### config.mk
export PLATFORM = sky130hd
export DESIGN_NAME = leds_rgb_seq_flat
export DESIGN_NICKNAME = d
export VERILOG_FILES = /design/src/rtl/leds_rgb_seq_if.sv /design/src/rtl/leds_rgb_seq.sv /design/src/flat_wrapper.sv
export SDC_FILE = /design/constraint.sdc
export NUM_CORES = 1
export LEC_CHECK = 0
export BUFFER_PORTS_ARGS = -buffer_cell sky130_fd_sc_hd__clkbuf_2
export CAP_MARGIN = 20
export CORE_MARGIN = 2
export CORE_UTILIZATION = 60
export DETAILED_ROUTE_END_ITERATION = 16
export GPL_TIMING_DRIVEN = 0
export PLACE_DENSITY_LB_ADDON = 0.25
export SYNTH_ARGS = -nofsm -noshare
export SYNTH_HDL_FRONTEND = slang
export SYNTH_SLANG_ARGS = --single-unit
### constraint.sdc
create_clock -name CLK -period 6.4 [get_ports CLK]
set_input_delay 0.64 -clock CLK [delete_from_list [all_inputs] [get_ports CLK]]
set_output_delay 0.64 -clock CLK [all_outputs]
set_load 0.05 [all_outputs]
### src/rtl/leds_rgb_seq_if.sv
// Control/status bundle between the line-timing register block and the RGB LED sequencer.
// LINE_PERIOD exists only when LEDS_SEQ_AUTOTRIG_EN is defined.
interface leds_rgb_seq_if #(
    parameter int CNT_W = 24
);
    logic             LINE_TRIG;
    logic             ABORT;
    logic [2:0]       COLOR_MASK;
    logic [CNT_W-1:0] EXP_R;
    logic [CNT_W-1:0] EXP_G;
    logic [CNT_W-1:0] EXP_B;
`ifdef LEDS_SEQ_AUTOTRIG_EN
    logic [31:0]      LINE_PERIOD;
`endif
    logic             LED_START;
    logic             LED_END;
    logic [2:0]       LED_RGB;
    logic             SENS_SI;
    logic             BUSY;
    logic             LINE_DONE;
    logic             TRIG_MISS;
    logic [15:0]      MISS_CNT;

    modport master (
        output LINE_TRIG, ABORT, COLOR_MASK, EXP_R, EXP_G, EXP_B,
`ifdef LEDS_SEQ_AUTOTRIG_EN
        output LINE_PERIOD,
`endif
        input  LED_START, LED_END, LED_RGB, SENS_SI, BUSY, LINE_DONE, TRIG_MISS, MISS_CNT
    );

    modport slave (
        input  LINE_TRIG, ABORT, COLOR_MASK, EXP_R, EXP_G, EXP_B,
`ifdef LEDS_SEQ_AUTOTRIG_EN
        input  LINE_PERIOD,
`endif
        output LED_START, LED_END, LED_RGB, SENS_SI, BUSY, LINE_DONE, TRIG_MISS, MISS_CNT
    );
endinterface

### src/rtl/leds_rgb_seq.sv
// Per-line R/G/B illumination sequencer driving the LED PWM driver and sensor shift-in.
// Optional internal period trigger: define LEDS_SEQ_AUTOTRIG_EN.
module leds_rgb_seq #(
    parameter int CNT_W = 24,
    parameter int GAP   = 4
) (
    input logic            CLK,
    input logic            RST,
    leds_rgb_seq_if.slave  bus
);
    typedef enum logic [1:0] {
        ST_IDLE = 2'd0,
        ST_ON   = 2'd1,
        ST_GAP  = 2'd2,
        ST_DONE = 2'd3
    } state_t;

    localparam logic [CNT_W-1:0] ONE_C    = {{(CNT_W-1){1'b0}}, 1'b1};
    localparam logic [CNT_W-1:0] GAP_LOAD = CNT_W'(GAP);

    // Highest-priority enabled colour (R over G over B) as a one-hot select.
    function automatic logic [2:0] first_color(input logic [2:0] m);
        logic [2:0] c;
        if (m[2]) begin
            c = 3'b100;
        end else if (m[1]) begin
            c = 3'b010;
        end else if (m[0]) begin
            c = 3'b001;
        end else begin
            c = 3'b000;
        end
        return c;
    endfunction

    function automatic logic [CNT_W-1:0] exp_len(input logic [2:0] c,
                                                 input logic [CNT_W-1:0] r,
                                                 input logic [CNT_W-1:0] g,
                                                 input logic [CNT_W-1:0] b);
        logic [CNT_W-1:0] v;
        case (c)
            3'b100:  v = r;
            3'b010:  v = g;
            3'b001:  v = b;
            default: v = ONE_C;
        endcase
        return (v == {CNT_W{1'b0}}) ? ONE_C : v;
    endfunction

    state_t           state_r;
    logic [CNT_W-1:0] cnt_r;
    logic [2:0]       rem_r;
    logic [CNT_W-1:0] exp_r_r, exp_g_r, exp_b_r;
    logic             start_r, si_r, end_r, busy_r, done_r, miss_r;
    logic [2:0]       rgb_r;
    logic [15:0]      miss_cnt_r;

    logic             trig_s;
    logic [2:0]       idle_color_s, gap_color_s;
    logic [CNT_W-1:0] idle_len_s, gap_len_s;

`ifdef LEDS_SEQ_AUTOTRIG_EN
    logic [31:0] per_cnt_r;
    logic [31:0] per_len_r;
    logic        auto_pulse_s;

    assign auto_pulse_s = (per_len_r != 32'd0) && (per_cnt_r == (per_len_r - 32'd1));

    // Free-running line period counter; a new period is adopted only at wrap.
    always_ff @(posedge CLK) begin
        if (RST) begin
            per_cnt_r <= 32'd0;
            per_len_r <= 32'd0;
        end else if (per_len_r == 32'd0 || auto_pulse_s) begin
            per_cnt_r <= 32'd0;
            per_len_r <= bus.LINE_PERIOD;
        end else begin
            per_cnt_r <= per_cnt_r + 32'd1;
        end
    end

    assign trig_s = bus.LINE_TRIG | auto_pulse_s;
`else
    assign trig_s = bus.LINE_TRIG;
`endif

    assign idle_color_s = first_color(bus.COLOR_MASK);
    assign idle_len_s   = exp_len(idle_color_s, bus.EXP_R, bus.EXP_G, bus.EXP_B);
    assign gap_color_s  = first_color(rem_r);
    assign gap_len_s    = exp_len(gap_color_s, exp_r_r, exp_g_r, exp_b_r);

    // Sequencer FSM with all outputs registered alongside the state.
    always_ff @(posedge CLK) begin
        if (RST) begin
            state_r    <= ST_IDLE;
            cnt_r      <= {CNT_W{1'b0}};
            rem_r      <= 3'b000;
            exp_r_r    <= {CNT_W{1'b0}};
            exp_g_r    <= {CNT_W{1'b0}};
            exp_b_r    <= {CNT_W{1'b0}};
            start_r    <= 1'b0;
            si_r       <= 1'b0;
            end_r      <= 1'b0;
            busy_r     <= 1'b0;
            done_r     <= 1'b0;
            miss_r     <= 1'b0;
            rgb_r      <= 3'b000;
            miss_cnt_r <= 16'd0;
        end else begin
            start_r <= 1'b0;
            si_r    <= 1'b0;
            end_r   <= 1'b0;
            done_r  <= 1'b0;
            miss_r  <= 1'b0;

            if (state_r != ST_IDLE && trig_s) begin
                miss_r <= 1'b1;
                if (miss_cnt_r != 16'hFFFF) begin
                    miss_cnt_r <= miss_cnt_r + 16'd1;
                end
            end

            if (state_r != ST_IDLE && bus.ABORT) begin
                // Only an interrupted exposure needs END to close the PWM cycle.
                state_r <= ST_IDLE;
                rgb_r   <= 3'b000;
                busy_r  <= 1'b0;
                end_r   <= (state_r == ST_ON);
            end else begin
                case (state_r)
                    ST_IDLE: begin
                        if (trig_s && !bus.ABORT) begin
                            exp_r_r <= bus.EXP_R;
                            exp_g_r <= bus.EXP_G;
                            exp_b_r <= bus.EXP_B;
                            rem_r   <= bus.COLOR_MASK & ~idle_color_s;
                            busy_r  <= 1'b1;
                            if (idle_color_s != 3'b000) begin
                                state_r <= ST_ON;
                                rgb_r   <= idle_color_s;
                                start_r <= 1'b1;
                                si_r    <= 1'b1;
                                cnt_r   <= idle_len_s;
                            end else begin
                                state_r <= ST_DONE;
                                rgb_r   <= 3'b000;
                                done_r  <= 1'b1;
                            end
                        end
                    end
                    ST_ON: begin
                        if (cnt_r == ONE_C) begin
                            state_r <= ST_GAP;
                            end_r   <= 1'b1;
                            cnt_r   <= GAP_LOAD;
                        end else begin
                            cnt_r <= cnt_r - ONE_C;
                        end
                    end
                    ST_GAP: begin
                        if (cnt_r == ONE_C) begin
                            if (gap_color_s != 3'b000) begin
                                state_r <= ST_ON;
                                rgb_r   <= gap_color_s;
                                start_r <= 1'b1;
                                si_r    <= 1'b1;
                                cnt_r   <= gap_len_s;
                                rem_r   <= rem_r & ~gap_color_s;
                            end else begin
                                state_r <= ST_DONE;
                                rgb_r   <= 3'b000;
                                done_r  <= 1'b1;
                            end
                        end else begin
                            cnt_r <= cnt_r - ONE_C;
                        end
                    end
                    ST_DONE: begin
                        state_r <= ST_IDLE;
                        busy_r  <= 1'b0;
                    end
                    default: begin
                        state_r <= ST_IDLE;
                        busy_r  <= 1'b0;
                        rgb_r   <= 3'b000;
                    end
                endcase
            end
        end
    end

    assign bus.LED_START = start_r;
    assign bus.SENS_SI   = si_r;
    assign bus.LED_END   = end_r;
    assign bus.LED_RGB   = rgb_r;
    assign bus.BUSY      = busy_r;
    assign bus.LINE_DONE = done_r;
    assign bus.TRIG_MISS = miss_r;
    assign bus.MISS_CNT  = miss_cnt_r;
endmodule

### src/flat_wrapper.sv
// flat-port wrapper written by rule: the top's interface ports become plain ports
module leds_rgb_seq_flat 
#(
    parameter int CNT_W = 24,
    parameter int GAP   = 4
)
  (CLK, RST, bus_LINE_TRIG, bus_ABORT, bus_COLOR_MASK, bus_EXP_R, bus_EXP_G, bus_EXP_B, bus_LED_START, bus_LED_END, bus_LED_RGB, bus_SENS_SI, bus_BUSY, bus_LINE_DONE, bus_TRIG_MISS, bus_MISS_CNT);
  leds_rgb_seq_if #(.CNT_W(CNT_W)) bus_i ();
  input logic CLK;
  input logic RST;
  input wire logic [$bits(bus_i.LINE_TRIG)-1:0] bus_LINE_TRIG;
  input wire logic [$bits(bus_i.ABORT)-1:0] bus_ABORT;
  input wire logic [$bits(bus_i.COLOR_MASK)-1:0] bus_COLOR_MASK;
  input wire logic [$bits(bus_i.EXP_R)-1:0] bus_EXP_R;
  input wire logic [$bits(bus_i.EXP_G)-1:0] bus_EXP_G;
  input wire logic [$bits(bus_i.EXP_B)-1:0] bus_EXP_B;
  output wire logic [$bits(bus_i.LED_START)-1:0] bus_LED_START;
  output wire logic [$bits(bus_i.LED_END)-1:0] bus_LED_END;
  output wire logic [$bits(bus_i.LED_RGB)-1:0] bus_LED_RGB;
  output wire logic [$bits(bus_i.SENS_SI)-1:0] bus_SENS_SI;
  output wire logic [$bits(bus_i.BUSY)-1:0] bus_BUSY;
  output wire logic [$bits(bus_i.LINE_DONE)-1:0] bus_LINE_DONE;
  output wire logic [$bits(bus_i.TRIG_MISS)-1:0] bus_TRIG_MISS;
  output wire logic [$bits(bus_i.MISS_CNT)-1:0] bus_MISS_CNT;
  assign bus_i.LINE_TRIG = bus_LINE_TRIG;
  assign bus_i.ABORT = bus_ABORT;
  assign bus_i.COLOR_MASK = bus_COLOR_MASK;
  assign bus_i.EXP_R = bus_EXP_R;
  assign bus_i.EXP_G = bus_EXP_G;
  assign bus_i.EXP_B = bus_EXP_B;
  assign bus_LED_START = bus_i.LED_START;
  assign bus_LED_END = bus_i.LED_END;
  assign bus_LED_RGB = bus_i.LED_RGB;
  assign bus_SENS_SI = bus_i.SENS_SI;
  assign bus_BUSY = bus_i.BUSY;
  assign bus_LINE_DONE = bus_i.LINE_DONE;
  assign bus_TRIG_MISS = bus_i.TRIG_MISS;
  assign bus_MISS_CNT = bus_i.MISS_CNT;
  leds_rgb_seq #(.CNT_W(CNT_W), .GAP(GAP)) u_core (.CLK(CLK), .RST(RST), .bus(bus_i));
endmodule
==> impl_metrics.env, run 1 <==
export IMPL_layout_commonest_cell="nand2_1"
export IMPL_ant_nets=0
export IMPL_comb_power_share_pct=46.6
export IMPL_syn_nets=900
export IMPL_syn_to_final_growth_pct=14.79
export IMPL_ys_ff_latch=100
export IMPL_netlist_instances=813
export IMPL_nFillCells=803
export IMPL_fin_tns_setup_ns=0
export IMPL_p_sw_uw=1056
export IMPL_grt_pass1_wl_microns=34200
export IMPL_max_cap_viol_count=0
export IMPL_drtIter0Drc=822
export IMPL_final_cells=1065
export IMPL_rsz0062_at_grt="no"
export IMPL_clockPowerShare_pct=18.3
export IMPL_period_needed_ns=3.212
export IMPL_hold_viol=0
export IMPL_skew_ns=0.01570
export IMPL_drv_slew=0
export IMPL_drive_gt1_share_pct=15.04
export IMPL_fin_nets=1013
export IMPL_grt_max_degree=19
export IMPL_cp_slowest_stage_delay_ns=0.69
export IMPL_ctsRootBufferMaster="clkbuf_8"
export IMPL_status="finished, final reports clean"
export IMPL_slew_limit_headroom_pct=40.10
export IMPL_grt_ovfl_total=0
export IMPL_cts_hold_buffers=0
export IMPL_place_gp_congestion=1.053
export IMPL_ir_drop_uv=289.2
export IMPL_post_cts_setup_buffers=0
export IMPL_yosysWarnings=0
export IMPL_drc=0
export IMPL_crit_required_ns=6.68
export IMPL_dpl_hpwl_microns=17350
export IMPL_final_cell_mix="nand2_1 (170), a21oi_1 (101), clkbuf_2 (100), dfxtp_1 (100), nor2_1 (58)"
export IMPL_dieArea_sq_um=10690
export IMPL_syn_area_per_cell_sq_um=7.293
export IMPL_clkTransAtPathRegs_ns=0.11
export IMPL_ys_async_sr_fraction_pct=0
export IMPL_p_per_area_nw_per_um2=334.9
export IMPL_post_drt_wl_per_cell_microns=21.20
export IMPL_critical_path_class="flop to flop"
export IMPL_crit_chain="nor3_1 -> nand3_1 -> o31ai_1 -> buf_2 -> clkbuf_1 -> o221ai_1 -> o211ai_1 -> a21oi_1"
export IMPL_cts_resized=0
export IMPL_io_pins=104
export IMPL_path_max_fanout=10
export IMPL_cp_slowest_cell="o31ai_1"
export IMPL_clk_latency_ns=0.42
export IMPL_wirelength_microns=22580
export IMPL_ys_types=61
export IMPL_place_ws_ns=3.045
export IMPL_p_int_uw=1224
export IMPL_die_w_microns=103.4
export IMPL_synthesis_area_sq_um=5929
export IMPL_hold_class="primary input to flop"
export IMPL_synth_enable_flop_cells=0
export IMPL_ys_flop_type="dfxtp_1"
export IMPL_layout_setup_ws_ns=3.188
export IMPL_start_util_pct=61.23
export IMPL_worstSetupStartpointType="flop"
export IMPL_rows=36
export IMPL_firstDrtPassIters=6
export IMPL_tightestPinTransition_ns=0.8758
export IMPL_h_tree_depth=3
export IMPL_fp_coreArea_sq_um=9684
export IMPL_tritoncts="yes"
export IMPL_leakagePower_uw=0.002550
export IMPL_post_route_period_util_pct=50.18
export IMPL_cts_buffers=9
export IMPL_first_global_vias=6482
export IMPL_power_frac_seq_pct=35.1
export IMPL_swShare_pct=46.33
export IMPL_cp_end_kind="flop"
export IMPL_portBuffers=100
export IMPL_antenna_found_initial=0
export IMPL_cts_max_path_buffers=2
export IMPL_power_uw=2280
export IMPL_fmax_ghz=0.3114
export IMPL_synth_seq_area_share_pct=33.76
export IMPL_die_h_microns=103.4
export IMPL_drt_vias_per_instance=6.618
export IMPL_vias=7048
export IMPL_cts_sinks=100
export IMPL_arrival_ns=3.49
export IMPL_setup_viol=0
export IMPL_groute_usage_overall_pct=43.17
export IMPL_dpl_cell_count=1047
## worst max-delay path: cells and delay by family, from the launching register on
| kind | cells | cell delay (ns) |
|---|---|---|
| AO/OA/AOI/OAI | 4 | 1.12 |
| flip-flops | 1 | 0.40 |
| AND/OR/NAND/NOR | 2 | 0.77 |
| buffers and inverters | 2 | 0.78 |
## metrics by stage
stage / util, % / hold slack (ns) / cell area [sq um]
2_1_floorplan: - / 0.4417 / 5929
3_3_place_gp: 68.11 / 0.4429 / 6596
3_5_place_dp: 68.17 / 0.4536 / 6601
4_1_cts: 70.13 / 0.4530 / 6792
5_1_grt: 70.26 / 0.4570 / 6804
6_report: 70.28 / 0.4424 / 6807
## power groups by stage
stage                     registers, uW  logic, uW  clock network (uW)
after CTS                           794       1020                 412
final                               801       1060                 417
after floorplan                     816        701                   0
after global placement              804        999                   0
after detailed placement            808       1020                   0
after global routing                810       1140                 439
## synth_stat cells (all sizes together) (8+ instances only)
| library cell | instances | share of area, % |
|---|---|---|
| nand3 | 18 | 1.5 |
| a211oi | 10 | 1.3 |
| buf | 11 | 0.99 |
| dfxtp | 100 | 34 |
| a31oi | 13 | 1.4 |
| a2bb2oi | 16 | 2.4 |
| a21oi | 101 | 8.5 |
| nor3 | 24 | 2.3 |
| inv | 8 | 0.51 |
| clkbuf | 47 | 3.0 |
| nand4 | 8 | 0.84 |
| nor4 | 19 | 2.0 |
| ha | 8 | 1.7 |
| nand3b | 24 | 3.0 |
| o21ai | 27 | 2.3 |
| and3 | 9 | 0.95 |
| nor2 | 58 | 3.7 |
| or4 | 9 | 1.3 |
| xor2 | 17 | 2.5 |
| o31ai | 9 | 1.1 |
| nand2b | 9 | 1.1 |
| nor2b | 9 | 0.95 |
| nand2 | 170 | 11 |
## registers in the layout, indices dropped and copies added (netlist names), 2 cells and up
register,flops
u_core.bus.LED_RGB,3
u_core.bus.MISS_CNT,16
u_core.cnt_r,24
u_core.exp_b_r,24
u_core.exp_g_r,24
u_core.rem_r,2
u_core.state_r,2
## layout make-up
cell class / count / area, sq um / area share [%]
buffer: 58 / 235.2 / 3.456
multi-input combinational: 645 / 3655 / 53.69
clock inverter: 6 / 52.55 / 0.7721
sequential: 100 / 2002 / 29.41
tap: 133 / 166.4 / 2.445
inverter: 10 / 37.54 / 0.5515
timing repair buffer: 102 / 518.0 / 7.610
clock buffer: 10 / 137.6 / 2.022
antenna: 1 / 2.502 / 0.03676
## kinds of logic (layout without fill, tap and decap cells)
| logic type | count (synthesis) | in the layout | share of synthesized area [%] |
|---|---|---|---|
| DFF | 100 | 100 | 33.76 |
| and+or+nand+nor | 384 | 384 | 31.86 |
| adders and majority gates | 8 | 8 | 1.688 |
| xor gates and xnor gates | 24 | 24 | 3.545 |
| buffers and inverters | 68 | 186 | 4.600 |
| muxes | 3 | 3 | 0.5065 |
| AOI/OAI and AO/OA | 226 | 226 | 24.03 |
| other | 0 | 1 | 0 |
## routing by layer
| metal | share of wire [%] | track usage, % | up-vias |
|---|---|---|---|
| met1 | 37 | 56.06 | 3179 |
| met2 | 43 | 64.67 | 594 |
| li1 | - | - | 3156 |
| met4 | 5.2 | 23.89 | 0 |
| met5 | 0 | 0 | - |
| met3 | 14 | 12.16 | 119 |
## path summary, 6_finish.rpt
path / start / slack, ns / cells past startpoint / endpoint
setup reg to reg: u_core.cnt_r[10] / 3.19 / 8 / u_core.cnt_r[7]
hold / removal: bus_EXP_G[4] / 0.44 / 3 / u_core.exp_g_r[4]
setup / recovery: u_core.cnt_r[10] / 3.19 / 8 / u_core.cnt_r[7]
hold reg to reg: u_core.bus.LED_RGB[1] / 0.47 / 2 / u_core.bus.LED_RGB[1]
(Power assumes the default switching activity.)
==> run 2: changes to the inputs <==
--- a/config.mk
+++ b/config.mk
@@ -8,7 +8,7 @@
 export BUFFER_PORTS_ARGS = -buffer_cell sky130_fd_sc_hd__clkbuf_2
 export CAP_MARGIN = 20
 export CORE_MARGIN = 2
-export CORE_UTILIZATION = 60
+export CORE_UTILIZATION = 51
 export DETAILED_ROUTE_END_ITERATION = 16
 export GPL_TIMING_DRIVEN = 0
 export PLACE_DENSITY_LB_ADDON = 0.25
==> constraint.sdc (replaced) <==
create_clock -name CLK -period 2.9 [get_ports CLK]
set_input_delay 0.29 -clock CLK [delete_from_list [all_inputs] [get_ports CLK]]
set_output_delay 0.29 -clock CLK [all_outputs]
set_load 0.05 [all_outputs]
==> run 2 against run 1 <==
  * Setup slack lost 3.2 ns
  * Design area grew 2.8%
  * Fmax grew 12%
  * Wire length shrank 5.0%
  * Clock-buffer cell count grew 1
  * Total power grew 140%
  * Sequential power grew 120%
  * Critical endpoint is now u_core.rem_r[1]
  * Largest cell class unchanged
==> impl_metrics.env, run 2 (synthesis gave the netlist of run 1 again) <==
export IMPL_wl_met2_microns=9098
export IMPL_cts_max_path_buffers=2
export IMPL_highest_layer="met4"
export IMPL_r2r_start="u_core.cnt_r[0]"
export IMPL_skew_ns=0.008752
export IMPL_status="finished, final reports clean"
export IMPL_wl_met1_microns=8928
export IMPL_place_gp_congestion=1.043
export IMPL_max_cap_viol_count=0
export IMPL_ant_nets=0
export IMPL_largest_registers="u_core.cnt_r x24, u_core.exp_b_r x24, u_core.exp_g_r x24"
export IMPL_rows=39
export IMPL_first_global_vias=6255
export IMPL_post_drt_wl_per_cell_microns=19.96
export IMPL_tightestPinTransition_ns=0.8785
export IMPL_period_needed_ns=2.874
export IMPL_critical_path_class="flop to flop"
export IMPL_wirelength_microns=21460
export IMPL_final_area_sq_um=6998
export IMPL_grt_pass1_wl_microns=32930
export IMPL_cp_end_kind="flop"
export IMPL_cts_buffers=9
export IMPL_firstDrtPassIters=5
export IMPL_portBuffers=100
export IMPL_hold_class="primary input to flop"
export IMPL_hold_viol=0
export IMPL_arrival_ns=3.16
export IMPL_die_w_microns=111.8
export IMPL_drive_gt1_share_pct=15.99
export IMPL_wl_met3_microns=2540
export IMPL_clk_latency_ns=0.36
export IMPL_start_util_pct=52.15
export IMPL_tritoncts="yes"
export IMPL_fin_nets=1014
export IMPL_crit_start="u_core.cnt_r[0]"
export IMPL_crit_required_ns=3.19
export IMPL_post_route_period_util_pct=99.11
export IMPL_drt_vias_per_instance=6.285
export IMPL_multiInputGateArea_sq_um=3700
export IMPL_antenna_found_initial=0
export IMPL_n_antenna_cell=0
export IMPL_cts_sinks=100
export IMPL_clkTransAtPathRegs_ns=0.07
export IMPL_dpl_hpwl_microns=16070
export IMPL_cts_hold_buffers=0
export IMPL_r2r_setup_slack_ns=0.03
export IMPL_ir_drop_uv=368.0
export IMPL_slew_limit_headroom_pct=41.08
export IMPL_h_tree_depth=3
export IMPL_layout_commonest_cell="nand2_1"
export IMPL_ctsRootBufferMaster="clkbuf_16"
export IMPL_grt_max_degree=17
export IMPL_p_per_area_nw_per_um2=776.5
export IMPL_fmax_ghz=0.3479
export IMPL_nFillCells=1115
export IMPL_groute_usage_overall_pct=33.80
export IMPL_setup_viol=0
export IMPL_drv_slew=0
export IMPL_die_h_microns=111.8
export IMPL_io_pins=104
export IMPL_final_cell_mix="nand2_1 (169), a21oi_1 (101), clkbuf_2 (100), dfxtp_1 (100), nor2_1 (57)"
export IMPL_dieArea_sq_um=12500
export IMPL_fp_coreArea_sq_um=11370
export IMPL_area_sequential_sq_um=2002
export IMPL_leakagePower_uw=0.002616
export IMPL_drc=0
export IMPL_hold_worst_slack_ns=0.1598
export IMPL_post_dp_cell_area_sq_um=6609
export IMPL_drtIter0Drc=728
export IMPL_syn_to_final_growth_pct=18.02
export IMPL_vias=6756
export IMPL_grt_ovfl_total=0
export IMPL_worstSetupStartpointType="flop"
export IMPL_hold_path_startpoint="bus_EXP_B[14]"
export IMPL_path_max_fanout=9
run 2: cell count changes in the layout (fill, tap and decap cells not counted), moves of 2 or more:
cell       change
clkinv_4       +2
clkbuf_16      +9
buf_4          +2
clkbuf_8       -8
inv_6          -2
inv_8          -2
run 2: per-stage QoR:
| step | setup WS [ns] | power [uW] | instances | utilization (%) | TNS, ns |
|---|---|---|---|---|---|
| after floorplan | 0.4140 | 3348 | 813 | - | 0 |
| after global placement | -0.3382 | 3981 | 1056 | 58.13 | -2.553 |
| after detailed placement | -0.4107 | 3978 | 1056 | 58.13 | -3.704 |
| after CTS | -0.07580 | 5263 | 1072 | 60.94 | -0.3102 |
| after global routing | -0.03415 | 5705 | 1075 | 61.55 | -0.06244 |
| final | 0.02587 | 5434 | 1075 | 61.55 | 0 |
run 2: report_power, final:
part	switching (uW)	total (uW)	leakage, uW	internal [uW]
Combinational	1570	2380	0.00165	807
Sequential	202	1770	0.000815	1560
Clock	572	1290	0.000152	718
Total	2340	5430	0.00262	3090
run 2: routing by layer:
| layer | global-route usage, % | vias to the layer above |
|---|---|---|
| li1 | - | 3170 |
| met1 | 45.17 | 3034 |
| met2 | 50.63 | 469 |
| met3 | 8.601 | 83 |
| met4 | 17.04 | 0 |
| met5 | 0 | - |
run 2: repair_timing:
| item | CTS | global route |
|---|---|---|
| setup buffers | 0 | 2 |
| resized for setup | 2 | 10 |
| gates cloned | 0 | 0 |
| pin swaps | 0 | 2 |
| endpoints found under the setup margin | 20 | 27 |
| endpoints found under the hold margin | 0 | 0 |
run 2: cell type report:
| cell class | instances | area share [%] |
|---|---|---|
| multi-input combinational | 645 | 52.87 |
| sequential | 100 | 28.61 |
| timing repair buffer | 103 | 7.545 |
| clock buffer | 11 | 3.612 |
| buffer | 58 | 3.361 |
| tap | 143 | 2.557 |
| clock inverter | 5 | 0.8582 |
| inverter | 10 | 0.5900 |
run 2: worst paths after layout:
check,cells past startpoint,to
setup / recovery,8,u_core.rem_r[1]
hold / removal,3,u_core.exp_b_r[14]
hold reg to reg,2,u_core.bus.LED_RGB[1]
setup reg to reg,8,u_core.rem_r[1]
run 2: critical path: stages (launching register included):
cell      delay (ns)
dfxtp_1         0.45
ha_1            0.22
nand4b_1        0.33
buf_4           0.26
or4_4           0.50
buf_6           0.16
a21o_4          0.23
or4_1           0.47
a21oi_1         0.16
